<file path="config.mk">
export PLATFORM = sky130hd
export DESIGN_NAME = fetch_decode
export DESIGN_NICKNAME = d
export VERILOG_FILES = /design/src/rtl/fetch_decode.sv
export SDC_FILE = /design/constraint.sdc
export NUM_CORES = 1
export LEC_CHECK = 0
export CAP_MARGIN = 20
export CORE_MARGIN = 2
export CORE_UTILIZATION = 40
export CTS_BUF_LIST = sky130_fd_sc_hd__clkbuf_2
export DETAILED_ROUTE_END_ITERATION = 6
export GPL_TIMING_DRIVEN = 0
export PLACE_DENSITY = 0.65
export SLEW_MARGIN = 30
export SYNTH_ARGS = -nofsm -noshare
export SYNTH_HDL_FRONTEND = slang
export SYNTH_SLANG_ARGS = --single-unit
</file>
<file path="constraint.sdc">
create_clock -name clk -period 2.5 [get_ports clk]
set_input_delay 0.375 -clock clk [delete_from_list [all_inputs] [get_ports clk]]
set_output_delay 0.375 -clock clk [all_outputs]
set_load 0.02 [all_outputs]
</file>
<file path="src/rtl/fetch_decode.sv">
// fetch_decode: fetches 8-bit instructions, resolves jumps locally and presents decoded fields downstream.
// Optional FETCH_DECODE_SELF_JUMP_HALT_EN: a jump to its own address enters HALT.
module fetch_decode (
    input  logic       clk,
    input  logic       rst_n,
    input  logic       start,
    output logic       imem_req,
    output logic [7:0] imem_addr,
    input  logic       imem_ack,
    input  logic [7:0] imem_rdata,
    output logic       id_valid,
    input  logic       id_ready,
    output logic [1:0] id_opcode,
    output logic [1:0] id_rs,
    output logic [1:0] id_rt,
    output logic [1:0] id_imm,
    output logic [7:0] id_pc,
    output logic [7:0] pc,
    output logic       halted,
    output logic [7:0] instr_count
);
    typedef enum logic [1:0] {IDLE, FETCH, DECODE, HALT} state_t;
    state_t state, state_nx;
    logic [7:0] pc_nx, cnt_nx, seq_pc, jmp_pc;
    logic is_jump, self_jump, load;
    assign is_jump = imem_rdata[7:6] == 2'b11;
    assign seq_pc = pc + 8'd1;
    assign jmp_pc = seq_pc + {{2{imem_rdata[5]}}, imem_rdata[5:0]};
    assign load = state == FETCH && imem_ack && !is_jump;
    assign imem_addr = pc;
`ifdef FETCH_DECODE_SELF_JUMP_HALT_EN
    assign self_jump = imem_rdata[5:0] == 6'h3f;
    assign halted = state == HALT;
`else
    assign self_jump = 1'b0;
    assign halted = 1'b0;
`endif
    always_comb begin
        state_nx = state;
        pc_nx = pc;
        cnt_nx = instr_count;
        imem_req = 1'b0;
        id_valid = 1'b0;
        case (state)
            IDLE: state_nx = start ? FETCH : IDLE;
            FETCH: begin
                imem_req = 1'b1;
                if (imem_ack) begin
                    pc_nx = is_jump ? jmp_pc : seq_pc;
                    cnt_nx = is_jump ? instr_count + 8'd1 : instr_count;
                    state_nx = !is_jump ? DECODE : self_jump ? HALT : FETCH;
                end
            end
            DECODE: begin
                id_valid = 1'b1;
                cnt_nx = id_ready ? instr_count + 8'd1 : instr_count;
                state_nx = id_ready ? FETCH : DECODE;
            end
            default: state_nx = HALT;
        endcase
    end
    always_ff @(posedge clk or negedge rst_n) begin
        if (!rst_n) begin
            state <= IDLE;
            pc <= 8'h00;
            instr_count <= 8'h00;
            {id_opcode, id_rs, id_rt, id_imm} <= 8'h00;
            id_pc <= 8'h00;
        end else begin
            state <= state_nx;
            pc <= pc_nx;
            instr_count <= cnt_nx;
            if (load) begin
                {id_opcode, id_rs, id_rt, id_imm} <= imem_rdata;
                id_pc <= pc;
            end
        end
    end
endmodule

</file>
Word-level counts from Yosys, hierarchy flattened
Index checks and enable logic that the tools add are counted.
{"block": "totals", "reg_bits": 34, "latch_bits": 0, "ramBits": 0, "romBits": 0, "inputBits": 13, "wordCells": 36, "mem_count": 0}
{"block": "classes", "add_sub_neg": 3, "mul": 0, "div_mod_pow": 0, "order_cmp": 0, "eq_ne": 6, "shifts": 0, "muxes": 12, "n_bitwise": 0, "reduce_logical": 7}
{"op": "$mux W8", "n": 4}
{"op": "$add A8 B1 Y8 const B", "n": 2}
{"op": "$pmux W8 S2", "n": 1}
{"op": "$add A8 B8 Y8", "n": 1}
{"op": "$mux W2", "n": 3}
{"op": "$ne A2 B2 Y1 const B", "n": 3}
{"op": "$pmux W2 S3", "n": 1}
{"op": "$eq A2 B2 Y1 const B", "n": 2}
{"op": "$reduce_and A4 Y1", "n": 1}
{"op": "$mux W1", "n": 3}
{"op": "$eq A2 B1 Y1 const B", "n": 1}
{"op": "$logic_and A1 B1 Y1", "n": 2}
{"op": "$logic_not A2 Y1", "n": 1}
{"op": "$reduce_and A2 Y1", "n": 1}
{"op": "$reduce_bool A2 Y1", "n": 1}
{"op": "$logic_not A1 Y1", "n": 1}

Logic depth before layout (Yosys ltp)
Gate-level depths: netlist (run 1).
{"block": "depth", "word_depth": 4, "depth_mapped": 10, "ltp_nobuf": 10}

Least setup slack after synthesis (run 1)
OpenSTA, ideal clock, no wires.
{"block": "synth_path", "kind": "reg2reg", "start": "register pc[0] (netlist: imem_addr[0])", "end": "register pc[7] (netlist: imem_addr[7])", "setup_ns": 0.133, "t_arrival_ns": 2.167, "required_ns": 2.367, "slack_ns": 0.200, "stages_incl_launch_ff": 10, "path_buffers": 0, "period_less_slack_ns": 2.300, "path_cell_list": "dfrtp_1 -> ha_1 -> nand3_1 -> xnor2_1 -> ha_1 -> o211ai_1 -> o21ai_0 -> and4b_1 -> a211o_1 -> nand4_1"}
{"block": "synth_between", "elab_chain_len": 3}
{"element": "from (decl)", "line": "18", "rtl": "output logic [7:0] pc,"}
{"element": "from (signal assigned)", "line": "71", "rtl": "pc <= pc_nx;"}
{"element": "$add A8 B1 Y8 (*)", "line": "27", "rtl": "assign seq_pc = pc + 8'd1;"}
{"element": "$add A8 B8 Y8", "line": "28", "rtl": "assign jmp_pc = seq_pc + {{2{imem_rdata[5]}}, imem_rdata[5:0]};"}
{"element": "$mux W8 (*)", "line": "49", "rtl": "pc_nx = is_jump ? jmp_pc : seq_pc;"}
Every way passes the cells marked *; elsewhere a longest branch is shown, timed or not.
A chain may end at the register's enable or synchronous reset.

Worst setup path in the final report (run 1)
{"block": "layout_path", "start": "register pc[1] (netlist: imem_addr[1])", "end": "register pc[7] (netlist: imem_addr[7])"}
Same word-level chain as after synthesis.

==> out/summary.log, run 1 <==
[run_status] status finished clean
[pwr] total power 3.21 mW
[global_route] wire length of the first global-routing pass 7430 um
[die] DIE AREA 0.00563 mm2
[final_layout] area added between synthesis and finish 38.4%
[worst_setup_path] worst path cell trace ha_2, and3_2, nand3_1, xnor2_1, ha_1, o21ai_0, nand2_1, o221ai_1, a211o_1, nand4_1
[routing] Initial DRT Pass Iterations 4
[worst_setup_path] number of buffers and inverters on the critical path 0
[global_route] maximum number of pins on one net before global-route repair 20
[synthesis] number of unique standard cell types used by synthesis 42
[synthesis] cell count after synthesis 229
[final_layout] Finished Cell Area 0.00279 mm2
[routing] mean routed wirelength per cell 12.0 um
[routing] drt total wl 4340 um
[clocking] TritonCTS buffer count 5
[final_layout] Final #Nets 318
[clocking] Bufs on Longest Clock Path 2
[global_route] Total GRT Usage 17.2%
[die] Die Y 75.1 um
[final_layout] proportion of layout cells with a drive suffix above 1 12.9%
[clocking] clock insertion delay at the later pin of the skew report 390 ps
[global_route] initial antenna violation count 0
[worst_setup_path] category of the worst setup path launch point flip-flop
[synthesis] dominant cells by area after synthesis sky130_fd_sc_hd__dfrtp_1 42%, sky130_fd_sc_hd__nand2_1 11%, sky130_fd_sc_hd__ha_1 6.2%, sky130_fd_sc_hd__a21oi_1 4.0%, sky130_fd_sc_hd__xnor2_1 3.9%
[placement] GPL Wtd Cong 0.824
[die] Core ar. 0.00479 mm2
[sta] Final Cycle Share 90.9%
[clocking] clock input transition at the sequential cells of the worst setup and hold paths 200 ps
[placement] Detailed Place HPWL 3290 um
[placement] count of port buffers added during placement 54
[synthesis] Post-Syn Nets 253
[worst_setup_path] cell family with the largest share of critical-path delay adder cells
[synthesis] post-synthesis sequential area ratio 42.1%
[die] number of top-level pins 56
[worst_setup_path] Setup Crit Path Kind flip-flop to flip-flop
[worst_setup_path] reg2reg path depth 10
[sta] Max transition margin 64.3%
[die] standard-cell rows 25
[routing] detailed router's first-iteration violation count 81
[clocking] number of H-tree levels 2
[synthesis] cell taking the most area after synthesis sky130_fd_sc_hd__dfrtp_1
[clocking] total clock sinks 34
[sta] post-layout min period 2270 ps
[synthesis] async set-or-reset flop fraction in the synthesized netlist 100%
[synthesis] synthesized cell area 0.00202 mm2
[placement] dpl ws -45.9 ps
[die] Initial Utilization 42.2%
[routing] vias per cell 4.86
[sta] unrepaired setup endpoints after global routing false
[worst_setup_path] Worst EP arrival 2620 ps
[synthesis] Syn Area/Cell 8.82 um2
[final_layout] Ant. Diodes 0
[routing] count of antenna-violating nets left after detailed routing 0
[synthesis] share of Yosys cell area claimed by the top area cell type 42.1%
[sta] transition time at the pin with the least slew margin 535 ps
[synthesis] Post-synth top flop sky130_fd_sc_hd__dfrtp_1
[final_layout] Final Core Density 58.4%
[job] number of maximum-capacitance constraint violations 0
[synthesis] number of synthesized register bits 34
[pwr] total leakage power 1.31 nW
[worst_setup_path] total stage count of the critical path 10
[sta] Achievable Freq 0.440 GHz
[synthesis] YS warnings 0
[worst_setup_path] largest fanout on the critical path 7
[die] die width 75.1 um
[worst_setup_path] Critical Path End Type flip-flop
[worst_setup_path] Req. time, crit path 2840 ps
[synthesis] EDFF count, synth 0
[global_route] vias in the first global route 1620
[routing] total DRC errors in the routed layout 0
[global_route] GR Overflow Total 0
[placement] post-detailed-placement cell area 0.00267 mm2
[routing] number of vias after detailed routing 1761
[sta] setup slack after layout 228 ps
[sta] number of endpoints failing setup at the final stage 0
[sta] Final Max Tran Viols 0
[pwr] worst vdd rail ir drop 0.000556 V
[hold_path] Tightest Hold Check Type input pin to async pin
[sta] worst-case clock skew 18.4 ps
[pwr] pwr dens 1150 mW/mm2
[worst_setup_path] Critical-path top delay cell sky130_fd_sc_hd__dfrtp_2
[clocking] Clk Tree Root Cell sky130_fd_sc_hd__clkbuf_2
[worst_setup_path] slowest stage delay, CP 470 ps
[sta] number of hold violations in the final report 0
[clocking] CTS tree done
-- per-stage QoR --
stage | TNS (ps) | hold WS (ps) | cells
final | 0 | 410 | 362
after global routing | 0 | 433 | 362
after CTS | 0 | 407 | 360
after detailed placement | -45.9 | 330 | 351
after global placement | -38.2 | 456 | 350
after floorplan | 0 | 79.4 | 229
-- cell families after synthesis --
kind of cell | Yosys count | synth area share (%)
other | 1 | 0.186
DFF | 34 | 42.1
buffers and inverters | 23 | 7.62
muxes | 1 | 0.558
xor gates and xnor gates | 16 | 6.94
adders and majority gates | 11 | 7.19
and+or+nand+nor | 104 | 23.8
AOI/OAI and AO/OA | 39 | 11.6
-- timing repair --
action / 4_1_cts / 5_1_grt
endpoints found under the setup margin: 1 / 3
gates resized for setup: 1 / 4
pin swaps: 0 / 0
buffers inserted: 0 / 2
hold buffers: 1 / 0
hold endpoints to repair: 15 / 0
-- synthesized netlist by cell type (all sizes together), types with 2 or more instances --
master,instances
and2,2
o21ai,8
a21oi,16
nand4,5
a31oi,2
inv,5
nor2,18
nor4,2
xnor2,9
o22ai,4
dfrtp,34
nand2,58
a21o,2
buf,15
nor3,4
ha,10
clkbuf,3
nand3,6
nor2b,2
xor2,7
-- report_power, final --
group	total (mW)	switching [mW]	internal, mW
logic	1.81	0.905	0.908
registers	0.921	0.183	0.738
clock network	0.474	0.203	0.271
-- layout make-up --
type	count	area (um2)
fillers	443	1990
multi-input cells	172	1020
repair buffers	58	588
flip-flops and latches	34	853
inverters	5	18.8
plain buffers	18	135
clock buffers	5	25.0
well taps	67	83.8
clock inverters	3	68.8
-- sequential cells by signal (all words and copies together) (netlist names) --
signal	count
id_imm	2
id_opcode	2
id_pc	8
id_rs	2
id_rt	2
imem_addr	8
instr_count	8
state	2
-- worst paths after layout --
| check | start | end | slack [ps] |
|---|---|---|---|
| min reg2reg | instr_count[7]$_DFFE_PN0P_ | instr_count[7]$_DFFE_PN0P_ | 480 |
| max reg2reg | imem_addr[1]$_DFFE_PN0P_ | imem_addr[7]$_DFFE_PN0P_ | 230 |
| min | rst_n | imem_addr[7]$_DFFE_PN0P_ | 410 |
| min in group clk | instr_count[7]$_DFFE_PN0P_ | instr_count[7]$_DFFE_PN0P_ | 480 |
| max | imem_addr[1]$_DFFE_PN0P_ | imem_addr[7]$_DFFE_PN0P_ | 230 |
| max in group asynchronous | rst_n | imem_addr[1]$_DFFE_PN0P_ | 1630 |
-- placed cells by master (no fill, tap or decap), types with 2 or more instances in the layout --
cell type / instances
sky130_fd_sc_hd__o22ai_1: 3
sky130_fd_sc_hd__a21oi_1: 16
sky130_fd_sc_hd__o21ai_0: 7
sky130_fd_sc_hd__nor4_1: 2
sky130_fd_sc_hd__ha_1: 9
sky130_fd_sc_hd__nand3_1: 6
sky130_fd_sc_hd__nor3_1: 4
sky130_fd_sc_hd__clkbuf_1: 2
sky130_fd_sc_hd__dfrtp_1: 32
sky130_fd_sc_hd__xnor2_1: 9
sky130_fd_sc_hd__clkbuf_2: 6
sky130_fd_sc_hd__dfrtp_2: 2
sky130_fd_sc_hd__nor2_1: 18
sky130_fd_sc_hd__nand4_1: 4
sky130_fd_sc_hd__a21o_1: 2
sky130_fd_sc_hd__a31oi_1: 2
sky130_fd_sc_hd__buf_4: 11
sky130_fd_sc_hd__inv_1: 5
sky130_fd_sc_hd__bufinv_16: 2
sky130_fd_sc_hd__and2_1: 2
sky130_fd_sc_hd__nor2b_1: 2
sky130_fd_sc_hd__buf_2: 3
sky130_fd_sc_hd__clkdlybuf4s50_1: 53
sky130_fd_sc_hd__xor2_1: 7
sky130_fd_sc_hd__buf_6: 4
sky130_fd_sc_hd__nand2_1: 58
-- metal layers --
metal	wire (um)	vias up	global-route usage, %
met4	51	0	5.75
met1	2120	809	24.9
met2	1940	51	25.7
li1	-	897	-
met3	233	4	3.21
met5	0	-	0
(Power assumes the default switching activity.)
==> run 2: changes to the inputs <==
CORE_UTILIZATION = 30   (was 40)
PLACE_DENSITY = 0.52   (was 0.65)
clock period = 2 ns   (was 2.5 ns; I/O delays follow)
==> out/summary.log, run 2 (synthesized netlist as in run 1, its figures left out) <==
[run_status] status finished, violations left
[run_status] failing checks negative setup slack
[worst_setup_path] Worst EP arrival 2400 ps
[clocking] CTS tree done
[routing] Initial DRT Pass Iterations 4
[sta] Final Max Tran Viols 0
[worst_setup_path] Critical-path top delay cell sky130_fd_sc_hd__dfrtp_2
[job] number of maximum-capacitance constraint violations 0
[die] DIE AREA 0.00740 mm2
[worst_setup_path] cell family with the largest share of critical-path delay compound AO/OA/AOI/OAI gates
[sta] worst-case clock skew 9.79 ps
[global_route] GR Overflow Total 0
[worst_setup_path] number of buffers and inverters on the critical path 0
[routing] detailed router's first-iteration violation count 72
[final_layout] proportion of layout cells with a drive suffix above 1 26.5%
[global_route] vias in the first global route 1703
[routing] mean routed wirelength per cell 13.4 um
[final_layout] Finished Cell Area 0.00314 mm2
[global_route] maximum number of pins on one net before global-route repair 22
[die] Core ar. 0.00642 mm2
[placement] Detailed Place HPWL 3560 um
[die] Die Y 86.0 um
[sta] post-layout min period 2100 ps
[pwr] total power 4.71 mW
[final_layout] most frequent standard cell in the layout excluding fill and tap cells sky130_fd_sc_hd__nand2_1
[sta] number of hold violations in the final report 0
[routing] drt total wl 5180 um
[die] number of top-level pins 56
[final_layout] number of fill cells in the layout 621
[die] die width 86.0 um
[global_route] met1 track utilization from global routing 19.2%
[routing] vias per cell 4.83
[worst_setup_path] category of the worst setup path launch point flip-flop
[final_layout] Ant. Diodes 0
[global_route] global-route met2 utilization 22.4%
[sta] number of endpoints failing setup at the final stage 3
[final_layout] Final #Nets 333
[clocking] Clk Tree Root Cell sky130_fd_sc_hd__clkbuf_2
[global_route] global routing usage on met3 3.46%
[global_route] Total GRT Usage 14.1%
[die] standard-cell rows 29
[pwr] pwr dens 1500 mW/mm2
[clocking] clock insertion delay at the later pin of the skew report 400 ps
[die] Initial Utilization 31.4%
[worst_setup_path] slowest stage delay, CP 480 ps
[pwr] total leakage power 1.50 nW
[sta] Final Cycle Share 105%
[worst_setup_path] Critical Path End Type flip-flop
[sta] setup slack after layout -102 ps
[final_layout] commonest non-fill, non-tap cells in the layout 57 x sky130_fd_sc_hd__nand2_1, 46 x sky130_fd_sc_hd__clkdlybuf4s50_1, 28 x sky130_fd_sc_hd__dfrtp_1
[worst_setup_path] worst path cell trace ha_4, xor2_1, ha_1, o211ai_1, o21ai_2, and4b_1, o22ai_1, nand4_1
[pwr] worst vdd rail ir drop 0.000639 V
[sta] unrepaired setup endpoints after global routing true
[final_layout] Final Non-Filler Cells 387
[clocking] total clock sinks 34
[global_route] wire length of the first global-routing pass 8230 um
[clocking] number of H-tree levels 2
[worst_setup_path] largest fanout on the critical path 4
[placement] post-placement cell count 361
[placement] post-detailed-placement cell area 0.00271 mm2
[global_route] initial antenna violation count 0
[clocking] Bufs on Longest Clock Path 2
[clocking] clock input transition at the sequential cells of the worst setup and hold paths 210 ps
[placement] count of port buffers added during placement 54
[clocking] TritonCTS buffer count 5
[worst_setup_path] Req. time, crit path 2300 ps
[routing] total DRC errors in the routed layout 0
[final_layout] area added between synthesis and finish 55.6%
[routing] number of vias after detailed routing 1869
[hold_path] Tightest Hold Check Type input pin to async pin
[sta] Achievable Freq 0.476 GHz
[worst_setup_path] Setup Crit Path Kind flip-flop to flip-flop
[routing] count of antenna-violating nets left after detailed routing 0
[global_route] most crowded layer after global routing met2
[placement] GPL Wtd Cong 0.792
==> run 2: changes by cell type in the layout (fill, tap and decap cells not counted), sizes merged <==
cell / change
buf: +16
clkdlybuf4s50: -7
dlymetal6s2s: +6
==> run 2: worst paths after layout <==
| kind | slack, ps | start | cells past startpoint | to |
|---|---|---|---|---|
| max | -100 | imem_addr[0]$_DFFE_PN0P_ | 8 | imem_addr[7]$_DFFE_PN0P_ |
| max reg2reg | -100 | imem_addr[0]$_DFFE_PN0P_ | 8 | imem_addr[7]$_DFFE_PN0P_ |
| min reg2reg | 480 | instr_count[7]$_DFFE_PN0P_ | 1 | instr_count[7]$_DFFE_PN0P_ |
| min | 310 | rst_n | 2 | id_rs[0]$_DFFE_PN0P_ |
| min in group clk | 470 | id_ready | 2 | state[1]$_DFFE_PN0N_ |
| max in group asynchronous | 1240 | rst_n | 3 | imem_addr[3]$_DFFE_PN0P_ |
==> run 2: what timing repair did <==
action,in CTS,in global routing
pin swaps,16,14
hold buffers,1,0
setup buffers,9,8
setup endpoints to repair,9,19
endpoints found under the hold margin,13,0
gates resized for setup,22,23
==> run 2: worst register-to-register path, stage by stage, from the launching register on <==
cell	delay (ps)
sky130_fd_sc_hd__dfrtp_2	480
sky130_fd_sc_hd__ha_4	190
sky130_fd_sc_hd__xor2_1	150
sky130_fd_sc_hd__ha_1	340
sky130_fd_sc_hd__o211ai_1	250
sky130_fd_sc_hd__o21ai_2	130
sky130_fd_sc_hd__and4b_1	210
sky130_fd_sc_hd__o22ai_1	170
sky130_fd_sc_hd__nand4_1	100
==> run 2: where the power goes <==
| part | total, mW | leakage, nW | switching [mW] | internal, mW |
|---|---|---|---|---|
| registers | 1.16 | 0.423 | 0.229 | 0.928 |
| clock network | 0.610 | 0.0532 | 0.271 | 0.339 |
| logic | 2.94 | 1.03 | 1.40 | 1.54 |
| total | 4.71 | 1.50 | 1.90 | 2.81 |
==> run 2: routing by layer <==
| metal | vias up | wire length (um) |
|---|---|---|
| met5 | - | 0 |
| met4 | 0 | 50 |
| met3 | 4 | 235 |
| met2 | 50 | 2430 |
| met1 | 880 | 2460 |
| li1 | 935 | - |
==> run 2: stage by stage <==
stage | hold slack (ps) | worst slack (ps) | util (%) | setup TNS, ps
final | 312 | -102 | 48.9 | -239
after floorplan | 4.41 | -75.3 | - | -117
after detailed placement | 244 | -389 | 42.2 | -4480
after CTS | 315 | -108 | 46.2 | -248
after global routing | 335 | -185 | 48.9 | -563
after global placement | 457 | -398 | 41.8 | -11690
==> run 2: final cells by class <==
| cell class | count | area, um2 | area share (%) |
|---|---|---|---|
| Clock buffer | 5 | 25.0 | 0.796 |
| Buffer | 18 | 136 | 4.34 |
| Inverter | 5 | 18.8 | 0.597 |
| Tap cell | 77 | 96.3 | 3.07 |
| Sequential cell | 34 | 858 | 27.3 |
| Multi-Input combinational cell | 172 | 1220 | 38.7 |
| Timing Repair Buffer | 73 | 721 | 22.9 |
| Clock inverter | 3 | 68.8 | 2.19 |
